**src/rtl/sd_block_reader.sv**
```systemverilog
// Single-block SD read engine (CMD17, SPI mode 0): streams 512 data bytes out on rd_data/rd_valid.
// Optional build macro SD_BLOCK_CRC16_EN checks the data CRC16 and reports a mismatch as err_code 5.
module sd_block_reader #(
    parameter int CLK_DIV       = 2,
    parameter int R1_TIMEOUT    = 8,
    parameter int TOKEN_TIMEOUT = 65535
) (
    input  logic        clk,
    input  logic        rst,
    input  logic        init_done,
    input  logic        sdhc,
    input  logic        rd_req,
    input  logic [31:0] rd_addr,
    output logic        busy,
    output logic [7:0]  rd_data,
    output logic        rd_valid,
    output logic        rd_done,
    output logic        rd_err,
    output logic [2:0]  err_code,
    output logic        CS,
    output logic        MOSI,
    output logic        spi_clk,
    input  logic        MISO,
    output logic [2:0]  dbg_state
);

    typedef enum logic [2:0] {
        S_IDLE       = 3'd0,
        S_CMD        = 3'd1,
        S_R1_POLL    = 3'd2,
        S_TOKEN_WAIT = 3'd3,
        S_DATA       = 3'd4,
        S_CRC        = 3'd5,
        S_END        = 3'd6
    } state_t;

    localparam logic [7:0]  DIV_LAST   = 8'(CLK_DIV - 1);
    localparam logic [15:0] R1_LAST    = 16'(R1_TIMEOUT - 1);
    localparam logic [15:0] TOKEN_LAST = 16'(TOKEN_TIMEOUT - 1);

    state_t      state;
    logic [7:0]  div_cnt;
    logic [3:0]  half_cnt;
    logic [7:0]  tx_sr;
    logic [7:0]  rx_sr;
    logic [15:0] cnt;
    logic [8:0]  data_cnt;
    logic [31:0] arg;
    logic [2:0]  end_code;
    logic        tick;
    logic [7:0]  rx_byte;
    logic [7:0]  next_cmd;

`ifdef SD_BLOCK_CRC16_EN
    logic [15:0] crc_calc;
    logic [7:0]  crc_hi;
    logic        crc_fb;
    assign crc_fb = crc_calc[15] ^ MISO;
`endif

    // Even half-periods end on a rising SCK edge, odd ones on a falling edge.
    assign tick      = (div_cnt == DIV_LAST);
    assign rx_byte   = {rx_sr[6:0], MISO};
    assign MOSI      = tx_sr[7];
    assign dbg_state = state;

    // cnt holds the index of the command byte just finished.
    always_comb begin
        next_cmd = 8'hFF;
        case (cnt[2:0])
            3'd0:    next_cmd = arg[31:24];
            3'd1:    next_cmd = arg[23:16];
            3'd2:    next_cmd = arg[15:8];
            3'd3:    next_cmd = arg[7:0];
            default: next_cmd = 8'hFF;
        endcase
    end

    // rd_valid is a one-cycle strobe with no ready: the consumer must take rd_data
    // in that cycle; rd_data then holds until the next strobe (>= 16*CLK_DIV cycles).
    always_ff @(posedge clk) begin
        if (rst) begin
            state    <= S_IDLE;
            CS       <= 1'b1;
            spi_clk  <= 1'b0;
            busy     <= 1'b0;
            rd_valid <= 1'b0;
            rd_done  <= 1'b0;
            rd_err   <= 1'b0;
            rd_data  <= 8'h00;
            err_code <= 3'd0;
            div_cnt  <= 8'd0;
            half_cnt <= 4'd0;
            tx_sr    <= 8'hFF;
            rx_sr    <= 8'hFF;
            cnt      <= 16'd0;
            data_cnt <= 9'd0;
            arg      <= 32'd0;
            end_code <= 3'd0;
`ifdef SD_BLOCK_CRC16_EN
            crc_calc <= 16'd0;
            crc_hi   <= 8'd0;
`endif
        end else begin
            rd_valid <= 1'b0;
            rd_done  <= 1'b0;
            rd_err   <= 1'b0;
            if (state == S_IDLE) begin
                CS       <= 1'b1;
                spi_clk  <= 1'b0;
                tx_sr    <= 8'hFF;
                div_cnt  <= 8'd0;
                half_cnt <= 4'd0;
                if (rd_req && init_done) begin
                    arg      <= sdhc ? rd_addr : {rd_addr[22:0], 9'b0};
                    busy     <= 1'b1;
                    err_code <= 3'd0;
                    end_code <= 3'd0;
                    cnt      <= 16'd0;
                    CS       <= 1'b0;
                    tx_sr    <= 8'h51;
                    state    <= S_CMD;
                end
            end else begin
                div_cnt <= tick ? 8'd0 : div_cnt + 8'd1;
                if (tick) begin
                    half_cnt <= half_cnt + 4'd1;
                    if (!half_cnt[0]) begin
                        spi_clk <= 1'b1;
                        rx_sr   <= rx_byte;
                        if (state == S_DATA) begin
`ifdef SD_BLOCK_CRC16_EN
                            crc_calc <= {crc_calc[14:0], 1'b0} ^ (crc_fb ? 16'h1021 : 16'h0000);
`endif
                            if (half_cnt == 4'd14) begin
                                rd_data  <= rx_byte;
                                rd_valid <= 1'b1;
                            end
                        end
                    end else begin
                        spi_clk <= 1'b0;
                        if (half_cnt != 4'd15) begin
                            tx_sr <= {tx_sr[6:0], 1'b1};
                        end else begin
                            tx_sr <= 8'hFF;
                            case (state)
                                S_CMD: begin
                                    if (cnt == 16'd5) begin
                                        cnt   <= 16'd0;
                                        state <= S_R1_POLL;
                                    end else begin
                                        cnt   <= cnt + 16'd1;
                                        tx_sr <= next_cmd;
                                    end
                                end
                                S_R1_POLL: begin
                                    if (!rx_sr[7]) begin
                                        if (rx_sr == 8'h00) begin
                                            cnt   <= 16'd0;
                                            state <= S_TOKEN_WAIT;
                                        end else begin
                                            end_code <= 3'd2;
                                            CS       <= 1'b1;
                                            state    <= S_END;
                                        end
                                    end else if (cnt == R1_LAST) begin
                                        end_code <= 3'd1;
                                        CS       <= 1'b1;
                                        state    <= S_END;
                                    end else begin
                                        cnt <= cnt + 16'd1;
                                    end
                                end
                                S_TOKEN_WAIT: begin
                                    if (rx_sr == 8'hFE) begin
                                        data_cnt <= 9'd0;
`ifdef SD_BLOCK_CRC16_EN
                                        crc_calc <= 16'd0;
`endif
                                        state    <= S_DATA;
                                    end else if (rx_sr[7:4] == 4'h0) begin
                                        end_code <= 3'd4;
                                        CS       <= 1'b1;
                                        state    <= S_END;
                                    end else if (cnt == TOKEN_LAST) begin
                                        end_code <= 3'd3;
                                        CS       <= 1'b1;
                                        state    <= S_END;
                                    end else begin
                                        cnt <= cnt + 16'd1;
                                    end
                                end
                                S_DATA: begin
                                    if (data_cnt == 9'd511) begin
                                        cnt   <= 16'd0;
                                        state <= S_CRC;
                                    end else begin
                                        data_cnt <= data_cnt + 9'd1;
                                    end
                                end
                                S_CRC: begin
                                    if (cnt == 16'd0) begin
                                        cnt <= 16'd1;
`ifdef SD_BLOCK_CRC16_EN
                                        crc_hi <= rx_sr;
`endif
                                    end else begin
`ifdef SD_BLOCK_CRC16_EN
                                        end_code <= ({crc_hi, rx_sr} != crc_calc) ? 3'd5 : 3'd0;
`else
                                        end_code <= 3'd0;
`endif
                                        CS    <= 1'b1;
                                        state <= S_END;
                                    end
                                end
                                S_END: begin
                                    busy  <= 1'b0;
                                    state <= S_IDLE;
                                    if (end_code == 3'd0) begin
                                        rd_done <= 1'b1;
                                    end else begin
                                        rd_err   <= 1'b1;
                                        err_code <= end_code;
                                    end
                                end
                                default: state <= S_IDLE;
                            endcase
                        end
                    end
                end
            end
        end
    end

endmodule

```
**config.mk**
```make
export PLATFORM = sky130hd
export DESIGN_NAME = sd_block_reader
export DESIGN_NICKNAME = d
export VERILOG_FILES = /design/src/rtl/sd_block_reader.sv
export SDC_FILE = /design/constraint.sdc
export NUM_CORES = 1
export LEC_CHECK = 0
export CORE_MARGIN = 8
export CORE_UTILIZATION = 40
export DETAILED_ROUTE_END_ITERATION = 8
export PLACE_DENSITY = 0.58
export SLEW_MARGIN = 30
export SYNTH_ARGS = -nofsm -noshare
export SYNTH_HDL_FRONTEND = slang
export SYNTH_SLANG_ARGS = --single-unit
```
**constraint.sdc**
```tcl
create_clock -name clk -period 3.9 [get_ports clk]
set_input_delay 0.975 -clock clk [delete_from_list [all_inputs] [get_ports clk]]
set_output_delay 0.975 -clock clk [all_outputs]
set_load 0.01 [all_outputs]
```
==> results of run 1 <==
kinds of logic (layout without fill, tap and decap cells):
logic type | count (synthesis) | count (layout) | synth area share
mux | 43 | 43 | 0.0834
flops | 107 | 107 | 0.403
compound gates | 142 | 142 | 0.193
xor+xnor | 16 | 16 | 0.0264
fa+ha+maj | 11 | 11 | 0.0259
buf+inv | 56 | 99 | 0.0469
simple gates | 238 | 238 | 0.221
worst max-delay path, delay by kind of cell (launching register included):
| family | cells | cell delay, ns |
|---|---|---|
| AOI/OAI and AO/OA | 3 | 1.10 |
| adders and majority gates | 1 | 0.48 |
| buffers and inverters | 1 | 0.13 |
| DFF | 1 | 0.37 |
| and+or+nand+nor | 3 | 0.82 |
final cells by class:
| type | count | share of cell area |
|---|---|---|
| inverter | 11 | 0.00656 |
| tap | 176 | 0.0350 |
| timing repair buffer | 72 | 0.108 |
| multi-input combinational | 450 | 0.465 |
| clock buffer | 10 | 0.0380 |
| sequential | 107 | 0.340 |
| clock inverter | 6 | 0.00735 |
registers in the layout (all words and copies together), names as in the netlist, 4 cells and up:
register,count
rx_sr,8
div_cnt,8
rd_data,8
half_cnt,4
tx_sr,8
cnt,16
arg,32
data_cnt,9
power by group through the flow:
stage / Sequential (mW) / Combinational (mW) / Clock, mW
6_report: 1.14 / 0.241 / 0.886
5_1_grt: 1.15 / 0.266 / 0.960
4_1_cts: 1.14 / 0.242 / 0.920
3_5_place_dp: 1.17 / 0.241 / 0
3_3_place_gp: 1.17 / 0.238 / 0
2_1_floorplan: 1.16 / 0.152 / 0
layout by cell type, fill, tap and decap left out, types with 7 or more instances in the layout:
cell	count
dfxtp_1	107
nor2_1	78
clkdlybuf4s50_1	57
nand2_1	44
mux2i_1	42
a21oi_1	32
nand3_1	29
a211oi_1	26
nor4_1	14
nor3_1	14
buf_4	14
and3_1	13
nand4_1	13
o21ai_0	13
a32o_1	13
xor2_1	13
ha_1	11
inv_1	10
o211ai_1	10
clkbuf_16	9
a222oi_1	8
o21ai_1	7
nor3b_1	7
synth_stat cells, drive strengths merged (5+ instances only):
| cell type | number |
|---|---|
| a211oi | 27 |
| a21oi | 32 |
| a222oi | 8 |
| a32o | 13 |
| and3 | 13 |
| buf | 13 |
| clkbuf | 32 |
| dfxtp | 107 |
| ha | 11 |
| inv | 10 |
| mux2i | 43 |
| nand2 | 44 |
| nand2b | 5 |
| nand3 | 29 |
| nand4 | 13 |
| nor2 | 79 |
| nor3 | 14 |
| nor3b | 8 |
| nor4 | 14 |
| o211ai | 10 |
| o21ai | 20 |
| xor2 | 13 |
how the worst max path moves through the flow:
stage,start,cells past startpoint,slack (ns),end
floorplan,data_cnt[4]$_SDFFE_PP0P_,11,1.22,cnt[12]$_SDFFE_PP0P_
global placement,rd_req,7,0.64,cnt[4]$_SDFFE_PP0P_
detailed placement,rd_req,7,0.58,cnt[4]$_SDFFE_PP0P_
CTS,cnt[0]$_SDFFE_PP0P_,8,0.91,cnt[8]$_SDFFE_PP0P_
global route,cnt[0]$_SDFFE_PP0P_,8,0.66,end_code[2]$_SDFFE_PP0P_
finish,cnt[0]$_SDFFE_PP0P_,8,0.89,cnt[8]$_SDFFE_PP0P_
routing by layer:
layer | track usage | wire length [um]
met1 | 0.221 | 6720
met4 | 0.0445 | 167
met5 | 0 | 0
met3 | 0.0499 | 862
met2 | 0.237 | 6030
per-stage QoR:
stage	instance area, sq um	cells	total power [mW]	hold WS, ns	setup slack, ns
after global placement	6010	816	1.41	0.444	0.643
after CTS	6290	832	2.30	0.458	0.913
final	6290	832	2.27	0.455	0.889
after detailed placement	6010	816	1.41	0.449	0.581
after floorplan	5310	613	1.32	0.430	1.22
after global routing	6290	832	2.37	0.475	0.660
==> metrics.cfg, run 1 <==
[clock_tree]
ctsResizeCount = 0
insertion_delay_ns = 0.36
htreeDepth = 3
path_clk_slew_ns = 0.08
cts_buffers = 9
clock_sinks = 107
root_buffer = clkbuf_16
cts_tree = built
postCtsSetupBuffers = 0
clockBufferDepth = 2
cts.hold.buffers_added = 0

[critical_path]
path_max_fanout = 15
cp.required_ns = 4.15
r2r_slack_ns = 0.89
endpoint_kind = flop
r2r_cells = 8
worstPathArrival_ns = 3.26
cp_slowest_cell = o41ai_1
crit_chain = inv_1 > ha_1 > nand4_1 > o41ai_1 > o21ai_0 > and4b_1 > and2_4 > a32o_1
cp_slowest_stage_delay_ns = 0.73
reg2reg_from = cnt[0]$_SDFFE_PP0P_
reg2reg_to = cnt[8]$_SDFFE_PP0P_
critPathLaunchType = flop
crit_type = reg -> reg

[detailed_routing]
firstDrtPassIters = 5
wire_per_inst_um = 16.6
detail_route.vias_per_cell = 5.65
first_iter_violations = 423
vias = 4704
finalWirelength_um = 13800
drcViolationCount = 0
postRouteAntennaNets = 0

[synth]
syn_inst = 613
synth_top_area_share = 0.403
synth_edf_count = 0
synthFlopType = dfxtp_1
synth_area_leaders = dfxtp_1 40%, mux2i_1 7.9%, nor2_1 5.6%
synth.avg_cell_area_sq_um = 8.66
synth_nets = 662
async_reset_ff_frac = 0
yosysSeqAreaShare = 0.403
yosysTopAreaCell = dfxtp_1
synth_area_sq_um = 5310
ys_ff_latch = 107
ys_types = 59
ys_warn_count = 0

[finish]
multiInputGateArea_sq_um = 2930
n_antenna_cell = 0
drive_gt1_frac = 0.0564
seqCellArea_sq_um = 2140
synthToLayoutAreaGrowth_pct = 18.6
final_nets = 700
final_util = 0.481
fillers = 1290

[floorplanning]
std_cell_rows = 42
fp.dieW_um = 131
pin_count = 59
dieArea_sq_um = 17200
core-area_sq_um = 13100
die_y_um = 131
start_util = 0.406

[timing]
worst_clock_skew_ns = 0.0117
setup_tns_ns = 0
period_needed_ns = 3.01
slew_headroom = 0.446
drv_slew = 0
hold_viol = 0
rsz0062_at_grt = no
max_freq_ghz = 0.332
setup_viol = 0
finalCritPeriodShare = 0.772
worst_pin_slew_ns = 0.831

[grt]
grt_use_total = 0.161
grt-ovfl-total = 0
grt_antenna_before_repair = 0
first_global_vias = 4506
grt_pass1_wl_um = 23000
grt_max_degree = 77

[power]
swShare = 0.257
p_leak_nw = 2.29
seqPwrFrac = 0.503
clkPwrFrac = 0.390
p_sw_uw = 582
power_per_cell_area_nw_per_um2 = 361
internal_power_mw = 1.69
power_frac_comb = 0.106
ir_drop_mv = 0.236

[hold_path]
hold_depth = 2
worstHoldEndpoint = arg[5]$_SDFFE_PP0P_
hp-start = arg[5]$_SDFFE_PP0P_
worstHoldPathType = reg -> reg

[place]
dp_hpwl_um = 9800
portBuffers = 58
gp_congestion = 0.867

[run]
drv_cap = 0

[run_status]
status = completed

Note: power is estimated with default switching activity, not from simulation.
==> inputs of run 2 (changes only) <==
--- a/config.mk
+++ b/config.mk
@@ -8,7 +8,7 @@
 export CORE_MARGIN = 8
 export CORE_UTILIZATION = 40
 export DETAILED_ROUTE_END_ITERATION = 8
-export PLACE_DENSITY = 0.58
+export PLACE_DENSITY = 0.6
 export SLEW_MARGIN = 30
 export SYNTH_ARGS = -nofsm -noshare
 export SYNTH_HDL_FRONTEND = slang
==> constraint.sdc (replaced) <==
create_clock -name clk -period 2.6 [get_ports clk]
set_input_delay 0.65 -clock clk [delete_from_list [all_inputs] [get_ports clk]]
set_output_delay 0.65 -clock clk [all_outputs]
set_load 0.01 [all_outputs]
==> run 2 against run 1 <==
Against the previous run: clock power increased by 63%; sequential share of layout area decreased by 2.1 points; first-iteration DRC count shrank 14%; register-to-register slack worse by 0.87 ns; count of clock-buffer cells in the layout shrank 1; largest power group unchanged; highest routed layer unchanged; cell count up 4.1%; sequential power increased by 51%; final area up 6.6%; worst hold slack better by 0.0040 ns.
==> metrics.cfg, run 2 (synthesized netlist as in run 1, its figures left out) <==
[finish]
largest_register_ffs = 32  ; unchanged
top_register = arg
final_nets = 734  ; +4.9%
drive_gt1_frac = 0.119  ; +0.0624
finalNonFillerCells = 866  ; +4.1%
layout_common_cells = 105 x dfxtp_1, 78 x nor2_1, 57 x clkdlybuf4s50_1
synthToLayoutAreaGrowth_pct = 26.4
n_antenna_cell = 0  ; unchanged
fillers = 1225  ; -5.0%
final_common_cell = dfxtp_1
top_regs = arg (32), cnt (16), data_cnt (9)
final_util = 0.513  ; +0.0317

[power]
ir_drop_mv = 0.601  ; +160%
power_frac_comb = 0.115  ; +0.009
swShare = 0.256  ; -0.000578
p_sw_uw = 914  ; +57%
internal_power_mw = 2.66  ; +57%
power_per_cell_area_nw_per_um2 = 532  ; +48%
seqPwrFrac = 0.481  ; -0.022
clkPwrFrac = 0.404  ; +0.014
p_leak_nw = 2.49  ; +8.8%

[timing]
worst_pin_slew_ns = 0.661  ; -0.169 ns
rsz0062_at_grt = yes
worst_clock_skew_ns = 0.0103  ; -0.00138 ns
setup_viol = 0  ; unchanged
slew_headroom = 0.556  ; +0.109
finalCritPeriodShare = 0.992  ; +0.220
hold_viol = 0  ; unchanged
drv_slew = 0  ; unchanged
max_freq_ghz = 0.388  ; +17%
worst_slack_ns = 0.0215  ; -0.867 ns
period_needed_ns = 2.58  ; -0.433 ns

[place]
dp_cells = 842  ; +3.2%
dp_slack_ns = -0.00199  ; -0.583 ns
portBuffers = 58  ; unchanged
dp_hpwl_um = 10100  ; +2.7%
gp_congestion = 0.841  ; -2.9%

[grt]
grt_max_degree = 57  ; -26%
first_global_vias = 4741  ; +5.2%
grt_antenna_before_repair = 0  ; unchanged
grt-ovfl-total = 0  ; unchanged
grt.met3_usage = 0.0366  ; -0.0133
grt_pass1_wl_um = 23500  ; +2.5%
grt_busiest_layer = met2
gr-usage-met1 = 0.212  ; -0.00825
use_met2 = 0.256  ; +0.0194
grt_use_total = 0.163  ; +0.00205

[clock_tree]
path_clk_slew_ns = 0.08  ; about the same
htreeDepth = 3  ; unchanged
cts_tree = built
clockBufferDepth = 2  ; unchanged
clock_sinks = 107  ; unchanged
insertion_delay_ns = 0.36  ; about the same
cts_buffers = 9  ; unchanged
root_buffer = clkbuf_16

[run]
drv_cap = 0  ; unchanged

[floorplanning]
die_y_um = 131  ; unchanged
dieArea_sq_um = 17200  ; unchanged
fp.dieW_um = 131  ; unchanged
pin_count = 59  ; unchanged
std_cell_rows = 42  ; unchanged
start_util = 0.406  ; unchanged
core-area_sq_um = 13100  ; unchanged

[critical_path]
cp.depth = 10  ; +2
path_delay_family = simple AND/OR/NAND/NOR gates
r2r_cells = 10  ; +2
cp.required_ns = 2.85  ; -1.30 ns
cp_slowest_stage_delay_ns = 0.51  ; -0.22 ns
cp_slowest_cell = or4b_4
path_max_fanout = 7  ; -8
cp-startpoint = data_cnt[2]$_SDFFE_PP0P_
endpoint_kind = flop
crit_chain = and3_4 > and3_4 > and3_4 > ha_4 > or4b_4 > and3_4 > and4b_2 > buf_12 > and2_4 > a32o_1
cpMostUsedCell = and3_4
worstPathArrival_ns = 2.83  ; -0.43 ns
crit_type = reg -> reg
critPathLaunchType = flop
reg2reg_from = data_cnt[2]$_SDFFE_PP0P_
path_buf_inv = 1  ; unchanged

[detailed_routing]
wire_per_inst_um = 16.5  ; -0.60%
vias = 4924  ; +4.7%
first_iter_violations = 365  ; -14%
drcViolationCount = 0  ; unchanged
detail_route.vias_per_cell = 5.69  ; +0.57%
postRouteAntennaNets = 0  ; unchanged
firstDrtPassIters = 6  ; +1
finalWirelength_um = 14300  ; +3.5%

[hold_path]
worstHoldPathType = reg -> reg
hp-start = arg[0]$_SDFFE_PP0P_
hold_depth = 2  ; unchanged

[run_status]
status = completed

==> run 2: layer usage <==
layer	up-vias	wire length [um]	share of wire
met4	0	262	0.018
met3	26	731	0.051
met1	2331	6680	0.47
met5	-	0	0
li1	2448	-	-
met2	119	6580	0.46
==> run 2: area by class of cell <==
type / instances / area, sq um / area share
multi-input combinational: 451 / 2990 / 0.446
sequential: 107 / 2140 / 0.320
timing repair buffer: 105 / 996 / 0.148
clock buffer: 9 / 225 / 0.0336
tap: 176 / 220 / 0.0328
clock inverter: 7 / 92.6 / 0.0138
inverter: 11 / 41.3 / 0.00615
==> run 2: stage by stage <==
step / total power, mW / hold WS, ns / setup TNS [ns] / cell area [sq um]
after CTS: 3.58 / 0.459 / 0 / 6590
after global routing: 3.73 / 0.482 / -0.0163 / 6710
final: 3.57 / 0.459 / 0 / 6710
after detailed placement: 2.14 / 0.448 / -0.00199 / 6260
after global placement: 2.13 / 0.445 / 0 / 6260
after floorplan: 1.98 / 0.430 / 0 / 5330
==> run 2: tightest hold or removal path: stages (launching register included) <==
cell and delay (ns):
dfxtp_1 0.32, nand2_1 0.05, a21oi_1 0.05
==> run 2: power groups by stage <==
stage / registers, mW / logic (mW) / clock network [mW]
finish: 1.72 / 0.410 / 1.44
global route: 1.72 / 0.451 / 1.55
CTS: 1.72 / 0.390 / 1.48
detailed placement: 1.75 / 0.387 / 0
global placement: 1.75 / 0.381 / 0
floorplan: 1.75 / 0.229 / 0
==> run 2: final timing paths <==
check	end	slack, ns
worst min register to register	arg[0]$_SDFFE_PP0P_	0.46
worst max register to register	cnt[9]$_SDFFE_PP0P_	0.02
worst max-delay path	cnt[9]$_SDFFE_PP0P_	0.02
worst min-delay path	arg[0]$_SDFFE_PP0P_	0.46
==> run 2: timing repair <==
| action | CTS | global route |
|---|---|---|
| pin swaps | 0 | 5 |
| buffers inserted | 0 | 6 |
| setup endpoints to repair | 12 | 22 |
| gates cloned | 1 | 1 |
| hold buffers | 0 | 0 |
| resized for setup | 1 | 12 |
==> inputs of run 3 (changes only) <==
--- a/config.mk
+++ b/config.mk
@@ -7,6 +7,7 @@
 export LEC_CHECK = 0
 export CORE_MARGIN = 8
 export CORE_UTILIZATION = 40
+export CTS_CLUSTER_SIZE = 24
 export DETAILED_ROUTE_END_ITERATION = 8
 export PLACE_DENSITY = 0.6
 export SLEW_MARGIN = 30
==> results of run 3 <==
The final DEF is identical to that of run 2; final timing and power are the same.
